--- src/rtl/dlsc_pcie_s6_outbound_cpl_if.sv ---
// Completion-parser bus bundle: receive TLP stream in, completion header
// record out, completion payload stream out.
//   tlp_*    : 32-bit receive TLP words (header DW0 first), valid/ready
//   cpl_h_*  : decoded completion header record, valid/ready
//   cpl_d_*  : completion payload words, valid/ready, last marks final word
// modport slave  : the completion parser (consumes TLPs, produces cpl_h/cpl_d)
// modport master : the surrounding logic (produces TLPs, consumes cpl_h/cpl_d)
interface dlsc_pcie_s6_outbound_cpl_if #(
    parameter int unsigned TAG = 5
);
    logic           tlp_ready;
    logic           tlp_valid;
    logic [31:0]    tlp_data;
    logic           tlp_last;

    logic           cpl_h_ready;
    logic           cpl_h_valid;
    logic [TAG-1:0] cpl_h_tag;
    logic [9:0]     cpl_h_len;
    logic [11:0]    cpl_h_bytes;
    logic [4:0]     cpl_h_addr;
    logic [2:0]     cpl_h_status;
    logic           cpl_h_poison;

    logic           cpl_d_ready;
    logic           cpl_d_valid;
    logic [31:0]    cpl_d_data;
    logic           cpl_d_last;

    modport slave (
        output tlp_ready,
        input  tlp_valid, tlp_data, tlp_last,
        input  cpl_h_ready,
        output cpl_h_valid, cpl_h_tag, cpl_h_len, cpl_h_bytes,
               cpl_h_addr, cpl_h_status, cpl_h_poison,
        input  cpl_d_ready,
        output cpl_d_valid, cpl_d_data, cpl_d_last
    );

    modport master (
        input  tlp_ready,
        output tlp_valid, tlp_data, tlp_last,
        output cpl_h_ready,
        input  cpl_h_valid, cpl_h_tag, cpl_h_len, cpl_h_bytes,
               cpl_h_addr, cpl_h_status, cpl_h_poison,
        output cpl_d_ready,
        input  cpl_d_valid, cpl_d_data, cpl_d_last
    );
endinterface

--- src/rtl/dlsc_pcie_s6_outbound_cpl.sv ---
// Inbound completion parser for the Spartan-6 PCIe requester path.
// Decodes Cpl/CplD headers from the 32-bit receive TLP stream into a single
// registered header record, passes CplD payload straight through to the
// read data buffer, counts payload against the header length and drops
// non-completion TLPs.
// Ports:
//   clk, rst        : clock, synchronous active-high reset
//   cif (slave)     : tlp_* input stream, cpl_h_* header record, cpl_d_* payload
//   err_unexpected  : one-cycle pulse, completion dropped on requester ID
//   err_malformed   : one-cycle pulse, length/tlp_last disagreement or
//                     non-completion TLP dropped
//   bus/dev/func_number : own requester ID
// Build option: define DLSC_PCIE_S6_CPL_REQID_CHECK_EN to drop completions
// whose requester ID differs from {bus_number, dev_number, func_number};
// otherwise the requester ID is ignored and err_unexpected stays 0.
module dlsc_pcie_s6_outbound_cpl #(
    parameter int unsigned TAG = 5
) (
    input  logic                          clk,
    input  logic                          rst,
    dlsc_pcie_s6_outbound_cpl_if.slave    cif,
    output logic                          err_unexpected,
    output logic                          err_malformed,
    input  logic [7:0]                    bus_number,
    input  logic [4:0]                    dev_number,
    input  logic [2:0]                    func_number
);

    localparam int unsigned LEN_W = 10;

    typedef enum logic [2:0] {
        ST_H0,
        ST_H1,
        ST_H2,
        ST_DATA,
        ST_DROP
    } state_t;

    state_t             state_q, state_d;

    logic               cpld_q;
    logic               poison_q;
    logic [LEN_W-1:0]   len_q;
    logic [2:0]         status_q;
    logic [11:0]        bytes_q;
    logic [LEN_W-1:0]   count_q;

    logic               h_valid_q;
    logic [TAG-1:0]     h_tag_q;
    logic [LEN_W-1:0]   h_len_q;
    logic [11:0]        h_bytes_q;
    logic [4:0]         h_addr_q;
    logic [2:0]         h_status_q;
    logic               h_poison_q;

    logic               err_unexp_q;
    logic               err_malf_q;

    logic               tlp_ready_c;
    logic               xfer_c;
    logic               is_cpl_c;
    logic               reqid_ok_c;
    logic               count_one_c;
    logic               d_last_c;
    logic               hdr_load_c;
    logic               err_malf_c;
    logic               err_unexp_c;

    // Requester ID acceptance
`ifdef DLSC_PCIE_S6_CPL_REQID_CHECK_EN
    assign reqid_ok_c = (cif.tlp_data[31:16] == {bus_number, dev_number, func_number});
`else
    logic unused_reqid_c;
    assign unused_reqid_c = ^{bus_number, dev_number, func_number};
    assign reqid_ok_c     = 1'b1;
`endif

    // Cpl (no data) or CplD format/type in DW0[30:24]
    assign is_cpl_c    = (cif.tlp_data[30:24] == 7'b0001010) ||
                         (cif.tlp_data[30:24] == 7'b1001010);
    assign count_one_c = (count_q == LEN_W'(1));

    // Input acceptance; H0 stalls while a header is still pending
    always_comb begin
        tlp_ready_c = 1'b0;
        case (state_q)
            ST_H0:   tlp_ready_c = !h_valid_q;
            ST_H1:   tlp_ready_c = 1'b1;
            ST_H2:   tlp_ready_c = 1'b1;
            ST_DATA: tlp_ready_c = cif.cpl_d_ready;
            ST_DROP: tlp_ready_c = 1'b1;
            default: tlp_ready_c = 1'b0;
        endcase
    end

    assign xfer_c   = tlp_ready_c && cif.tlp_valid;
    assign d_last_c = (state_q == ST_DATA) && (count_one_c || cif.tlp_last);

    // Zero-latency payload pass-through
    assign cif.tlp_ready   = tlp_ready_c;
    assign cif.cpl_d_valid = (state_q == ST_DATA) && cif.tlp_valid;
    assign cif.cpl_d_data  = cif.tlp_data;
    assign cif.cpl_d_last  = d_last_c;

    // Next-state and event decode
    always_comb begin
        state_d     = state_q;
        hdr_load_c  = 1'b0;
        err_malf_c  = 1'b0;
        err_unexp_c = 1'b0;
        if (xfer_c) begin
            case (state_q)
                ST_H0: begin
                    if (!is_cpl_c) begin
                        err_malf_c = 1'b1;
                        state_d    = cif.tlp_last ? ST_H0 : ST_DROP;
                    end else if (cif.tlp_last) begin
                        err_malf_c = 1'b1;
                        state_d    = ST_H0;
                    end else begin
                        state_d    = ST_H1;
                    end
                end
                ST_H1: begin
                    if (cif.tlp_last) begin
                        err_malf_c = 1'b1;
                        state_d    = ST_H0;
                    end else begin
                        state_d    = ST_H2;
                    end
                end
                ST_H2: begin
                    if (!reqid_ok_c) begin
                        err_unexp_c = 1'b1;
                        state_d     = cif.tlp_last ? ST_H0 : ST_DROP;
                    end else if (cpld_q && cif.tlp_last) begin
                        // CplD without any payload word: no header, it would never complete
                        err_malf_c  = 1'b1;
                        state_d     = ST_H0;
                    end else begin
                        hdr_load_c  = 1'b1;
                        state_d     = cpld_q ? ST_DATA : ST_H0;
                    end
                end
                ST_DATA: begin
                    if (count_one_c && !cif.tlp_last) begin
                        err_malf_c = 1'b1;
                        state_d    = ST_DROP;
                    end else if (cif.tlp_last) begin
                        err_malf_c = !count_one_c;
                        state_d    = ST_H0;
                    end
                end
                ST_DROP: begin
                    if (cif.tlp_last) begin
                        state_d = ST_H0;
                    end
                end
                default: state_d = ST_H0;
            endcase
        end
    end

    // State register
    always_ff @(posedge clk) begin
        if (rst) begin
            state_q <= ST_H0;
        end else begin
            state_q <= state_d;
        end
    end

    // Header field capture and payload down-counter (length 0 means 1024)
    always_ff @(posedge clk) begin
        if (rst) begin
            cpld_q   <= 1'b0;
            poison_q <= 1'b0;
            len_q    <= '0;
            status_q <= '0;
            bytes_q  <= '0;
            count_q  <= '0;
        end else begin
            if (xfer_c && state_q == ST_H0) begin
                cpld_q   <= cif.tlp_data[30];
                poison_q <= cif.tlp_data[14];
                len_q    <= cif.tlp_data[9:0];
            end
            if (xfer_c && state_q == ST_H1) begin
                status_q <= cif.tlp_data[15:13];
                bytes_q  <= cif.tlp_data[11:0];
            end
            if (hdr_load_c) begin
                count_q <= len_q;
            end else if (xfer_c && state_q == ST_DATA) begin
                count_q <= count_q - LEN_W'(1);
            end
        end
    end

    // Single-entry header register
    always_ff @(posedge clk) begin
        if (rst) begin
            h_valid_q  <= 1'b0;
            h_tag_q    <= '0;
            h_len_q    <= '0;
            h_bytes_q  <= '0;
            h_addr_q   <= '0;
            h_status_q <= '0;
            h_poison_q <= 1'b0;
        end else if (hdr_load_c) begin
            h_valid_q  <= 1'b1;
            h_tag_q    <= cif.tlp_data[8 +: TAG];
            h_len_q    <= cpld_q ? len_q : LEN_W'(0);
            h_bytes_q  <= bytes_q;
            h_addr_q   <= cif.tlp_data[6:2];
            h_status_q <= status_q;
            h_poison_q <= poison_q;
        end else if (cif.cpl_h_ready) begin
            h_valid_q  <= 1'b0;
        end
    end

    // Error pulses
    always_ff @(posedge clk) begin
        if (rst) begin
            err_unexp_q <= 1'b0;
            err_malf_q  <= 1'b0;
        end else begin
            err_unexp_q <= err_unexp_c;
            err_malf_q  <= err_malf_c;
        end
    end

    assign cif.cpl_h_valid  = h_valid_q;
    assign cif.cpl_h_tag    = h_tag_q;
    assign cif.cpl_h_len    = h_len_q;
    assign cif.cpl_h_bytes  = h_bytes_q;
    assign cif.cpl_h_addr   = h_addr_q;
    assign cif.cpl_h_status = h_status_q;
    assign cif.cpl_h_poison = h_poison_q;
    assign err_unexpected   = err_unexp_q;
    assign err_malformed    = err_malf_q;

endmodule

--- src/flat_wrapper.sv ---
// flat-port wrapper written by rule: the top's interface ports become plain ports
module dlsc_pcie_s6_outbound_cpl_flat 
#(
    parameter int unsigned TAG = 5
)
  (clk, rst, err_unexpected, err_malformed, bus_number, dev_number, func_number, cif_tlp_ready, cif_tlp_valid, cif_tlp_data, cif_tlp_last, cif_cpl_h_ready, cif_cpl_h_valid, cif_cpl_h_tag, cif_cpl_h_len, cif_cpl_h_bytes, cif_cpl_h_addr, cif_cpl_h_status, cif_cpl_h_poison, cif_cpl_d_ready, cif_cpl_d_valid, cif_cpl_d_data, cif_cpl_d_last);
  dlsc_pcie_s6_outbound_cpl_if #(.TAG(TAG)) cif_i ();
  input  logic clk;
  input  logic rst;
  output logic err_unexpected;
  output logic err_malformed;
  input  logic [7:0] bus_number;
  input  logic [4:0] dev_number;
  input  logic [2:0] func_number;
  output wire logic [$bits(cif_i.tlp_ready)-1:0] cif_tlp_ready;
  input wire logic [$bits(cif_i.tlp_valid)-1:0] cif_tlp_valid;
  input wire logic [$bits(cif_i.tlp_data)-1:0] cif_tlp_data;
  input wire logic [$bits(cif_i.tlp_last)-1:0] cif_tlp_last;
  input wire logic [$bits(cif_i.cpl_h_ready)-1:0] cif_cpl_h_ready;
  output wire logic [$bits(cif_i.cpl_h_valid)-1:0] cif_cpl_h_valid;
  output wire logic [$bits(cif_i.cpl_h_tag)-1:0] cif_cpl_h_tag;
  output wire logic [$bits(cif_i.cpl_h_len)-1:0] cif_cpl_h_len;
  output wire logic [$bits(cif_i.cpl_h_bytes)-1:0] cif_cpl_h_bytes;
  output wire logic [$bits(cif_i.cpl_h_addr)-1:0] cif_cpl_h_addr;
  output wire logic [$bits(cif_i.cpl_h_status)-1:0] cif_cpl_h_status;
  output wire logic [$bits(cif_i.cpl_h_poison)-1:0] cif_cpl_h_poison;
  input wire logic [$bits(cif_i.cpl_d_ready)-1:0] cif_cpl_d_ready;
  output wire logic [$bits(cif_i.cpl_d_valid)-1:0] cif_cpl_d_valid;
  output wire logic [$bits(cif_i.cpl_d_data)-1:0] cif_cpl_d_data;
  output wire logic [$bits(cif_i.cpl_d_last)-1:0] cif_cpl_d_last;
  assign cif_tlp_ready = cif_i.tlp_ready;
  assign cif_i.tlp_valid = cif_tlp_valid;
  assign cif_i.tlp_data = cif_tlp_data;
  assign cif_i.tlp_last = cif_tlp_last;
  assign cif_i.cpl_h_ready = cif_cpl_h_ready;
  assign cif_cpl_h_valid = cif_i.cpl_h_valid;
  assign cif_cpl_h_tag = cif_i.cpl_h_tag;
  assign cif_cpl_h_len = cif_i.cpl_h_len;
  assign cif_cpl_h_bytes = cif_i.cpl_h_bytes;
  assign cif_cpl_h_addr = cif_i.cpl_h_addr;
  assign cif_cpl_h_status = cif_i.cpl_h_status;
  assign cif_cpl_h_poison = cif_i.cpl_h_poison;
  assign cif_i.cpl_d_ready = cif_cpl_d_ready;
  assign cif_cpl_d_valid = cif_i.cpl_d_valid;
  assign cif_cpl_d_data = cif_i.cpl_d_data;
  assign cif_cpl_d_last = cif_i.cpl_d_last;
  dlsc_pcie_s6_outbound_cpl #(.TAG(TAG)) u_core (.clk(clk), .rst(rst), .cif(cif_i), .err_unexpected(err_unexpected), .err_malformed(err_malformed), .bus_number(bus_number), .dev_number(dev_number), .func_number(func_number));
endmodule
--- config.mk ---
export PLATFORM = sky130hd
export DESIGN_NAME = dlsc_pcie_s6_outbound_cpl_flat
export DESIGN_NICKNAME = d
export VERILOG_FILES = /design/src/rtl/dlsc_pcie_s6_outbound_cpl_if.sv /design/src/rtl/dlsc_pcie_s6_outbound_cpl.sv /design/src/flat_wrapper.sv
export SDC_FILE = /design/constraint.sdc
export NUM_CORES = 1
export LEC_CHECK = 0
export ABC_AREA = 1
export BUFFER_PORTS_ARGS = -buffer_cell sky130_fd_sc_hd__buf_2
export CELL_PAD_IN_SITES_DETAIL_PLACEMENT = 1
export CELL_PAD_IN_SITES_GLOBAL_PLACEMENT = 2
export CORE_MARGIN = 1.5
export CORE_UTILIZATION = 28
export DETAILED_ROUTE_END_ITERATION = 6
export GPL_TIMING_DRIVEN = 0
export PLACE_DENSITY_LB_ADDON = 0.3
export SYNTH_ARGS = -nofsm -noshare
export SYNTH_HDL_FRONTEND = slang
export SYNTH_SLANG_ARGS = --single-unit
--- constraint.sdc ---
create_clock -name clk -period 3.7 [get_ports clk]
set_input_delay 0.37 -clock clk [delete_from_list [all_inputs] [get_ports clk]]
set_output_delay 0.37 -clock clk [all_outputs]
set_load 0.03 [all_outputs]
==> impl_metrics.yaml <==
die:
  rows: 41
  fp.dieArea_sq_mm: 0.0134
  start_util_pct: 28.5
  die_w_um: 116
  ios: 128
  core_sq_mm: 0.0125
  die_y_um: 116
timing:
  setup_viol: 0
  fin_ws_ns: 1.34
  relSlewSlack_pct: 59.4
  drv_slew: 0
  fin_tns_setup_ns: 0
  worst_clock_skew_ns: 0.00868
  min_period_ns: 2.36
  worst_slew_pin_slew_ns: 0.610
  min_period_over_period_pct: 63.8
  grt_setup_unrepaired: "no"
  fmax_mhz: 424
  worst_hold_slack_ns: 0.288
  hold_viol: 0
min_path:
  holdPathStages: 4
  hp-start: "cif_cpl_h_ready"
  min_to: "u_core.cif.cpl_h_valid$_SDFFE_PP0P_"
  min_path_type: "input pin to flip-flop"
routing:
  detail_route.first_pass.iterations: 4
  final_antenna_net_count: 0
  drt-wirelength-per-cell_um: 13.9
  detail_route.iter0.violations: 113
  vias_per_cell: 4.48
  drc: 0
  vias: 3507
  routed_wl_um: 10800
grt:
  overflow: 0
  grt_pass1_vias: 3382
  grt_antenna_before_repair: 0
  grt_start_max_net_pins: 13
  grt_first_pass_wirelength_um: 17200
  grt.total_usage_pct: 16.9
clock_tree:
  cts_setup_buffers: 0
  cts_resized: 0
  cts_tree: "yes"
  clk_latency_ns: 0.34
  clock-sinks: 78
  cts.clk_slew.worst_paths_ns: 0.06
  clock_path_buffers: 2
  clock_tree.root_cell: "clkbuf_16"
  cts.htree.levels: 3
  holdBufCountCts: 0
  numCtsBuffers: 9
critical_path:
  r2r_slack_ns: 1.77
  cp_data_arrival_time_ns: 1.99
  critPathKind: "flip-flop to output port"
  cp-start-kind: "flip-flop"
  crit_required_ns: 3.33
  reg2reg_depth: 11
  reg2reg_to: "u_core.state_q[0]$_SDFFE_PP0P_"
  endpoint_kind: "output port"
  crit_fanout: 4
  reg2reg_from: "u_core.count_q[4]$_SDFFE_PP0P_"
finish:
  synthToLayoutAreaGrowth_pct: 28.8
  layout_commonest_cell: "nor2_1"
  nNetsFinal: 666
  antenna_cells: 0
  fin_cells: 783
  final.fill_count: 1623
  mostFrequentLayoutCells: "nor2_1 (114), buf_2 (105), dfxtp_1 (78)"
  layout-drive-gt1-share_pct: 27.5
synth:
  yosysUniqueCellTypes: 27
  syn_inst: 497
  syn_area_sq_mm: 0.00356
  yosysSeqAreaShare_pct: 43.8
  ys_seq_elements: 78
  synth.avg_cell_area_sq_um: 7.17
  yosysWarnings: 0
  synth_fp_nets: 555
power:
  leakage_nw: 2.11
  powerDensity_mw_per_mm2: 464
  total_power_mw: 2.13
  peakVddDrop_mv: 0.180
flow_run:
  cap_violations: 0
place:
  portBuffers: 100
  gp_congestion: 0.793
  dp_slack_ns: 1.72
  placedCellCount: 769
  dp_hpwl_um: 8440
outcome:
  status: "complete, no violations"
sequential cells by signal (all words and copies together), names as in the netlist:
register / count
u_core.bytes_q: 12
u_core.cif.cpl_h_addr: 5
u_core.cif.cpl_h_bytes: 12
u_core.cif.cpl_h_len: 10
u_core.cif.cpl_h_poison: 1
u_core.cif.cpl_h_status: 3
u_core.cif.cpl_h_tag: 5
u_core.cif.cpl_h_valid: 1
u_core.count_q: 10
u_core.cpld_q: 1
u_core.err_malformed: 1
u_core.len_q: 10
u_core.poison_q: 1
u_core.state_q: 3
u_core.status_q: 3
per-layer routing:
metal	global-route usage, %	wire [um]	vias up
met3	4.08	415	10
met4	5.12	112	0
li1	-	-	1775
met5	0	0	-
met1	21.2	5150	1659
met2	28.7	5170	63
worst max path at each step:
stage                          end  cells after the start                            from
floorplan           cif_cpl_d_last                      6  u_core.count_q[4]$_SDFFE_PP0P_
global placement    cif_cpl_d_last                      7  u_core.count_q[4]$_SDFFE_PP0P_
detailed placement  cif_cpl_d_last                      7  u_core.count_q[4]$_SDFFE_PP0P_
CTS                 cif_cpl_d_last                      7  u_core.count_q[4]$_SDFFE_PP0P_
global route        cif_cpl_d_last                      7  u_core.count_q[4]$_SDFFE_PP0P_
finish              cif_cpl_d_last                      7  u_core.count_q[4]$_SDFFE_PP0P_
cells by family after synthesis:
group / share of synthesized area [%]
buf+inv: 14.2
simple gates: 27.0
fa+ha+maj: 1.41
xor+xnor: 0.738
compound gates: 12.7
other cells: 0.105
flops: 43.8
per-stage QoR:
| stage | instance area [sq um] | utilization [%] |
|---|---|---|
| finish | 4590 | 36.7 |
| global route | 4590 | 36.7 |
| CTS | 4590 | 36.7 |
| detailed placement | 4280 | 34.2 |
| global placement | 4280 | 34.2 |
| floorplan | 3560 | - |
worst max-delay path: stages (launching register included):
cell     delay, ns
dfxtp_1       0.33
nor2_1        0.19
nand2_1       0.16
nor2_1        0.21
nand4_1       0.20
ha_1          0.24
nor2_1        0.10
buf_2         0.21
layout make-up:
| class | count | area, sq um | share of cell area (%) |
|---|---|---|---|
| Buffer | 57 | 383 | 8.34 |
| Timing Repair Buffer | 100 | 500 | 10.9 |
| Clock inverter | 4 | 72.6 | 1.58 |
| Clock buffer | 10 | 239 | 5.21 |
| Multi-Input combinational cell | 329 | 1490 | 32.6 |
| Sequential cell | 78 | 1560 | 34.0 |
| Inverter | 33 | 124 | 2.70 |
| Tap cell | 172 | 215 | 4.69 |
where the power goes:
group	internal (mW)	leakage, nW	switching [mW]
clock	0.600	0.150	0.339
combinational	0.0999	1.33	0.198
sequential	0.872	0.633	0.0219
total	1.57	2.11	0.558
Yosys cell counts, drive strengths merged:
library cell  number  area share [%]
nor2             115              12
dfxtp             78              44
nand2             70             7.5
o21ai             51             7.3
buf               45             9.4
nand3             42             6.0
a21oi             35             5.0
inv               33             3.5
clkbuf            12             1.3
ha                 4             1.4
nand4              3            0.53
nor3               3            0.56
xor2               3            0.74
a211oi             1            0.21
conb               1            0.11
o211ai             1            0.21
No activity file was read; power rests on OpenSTA's default activity.
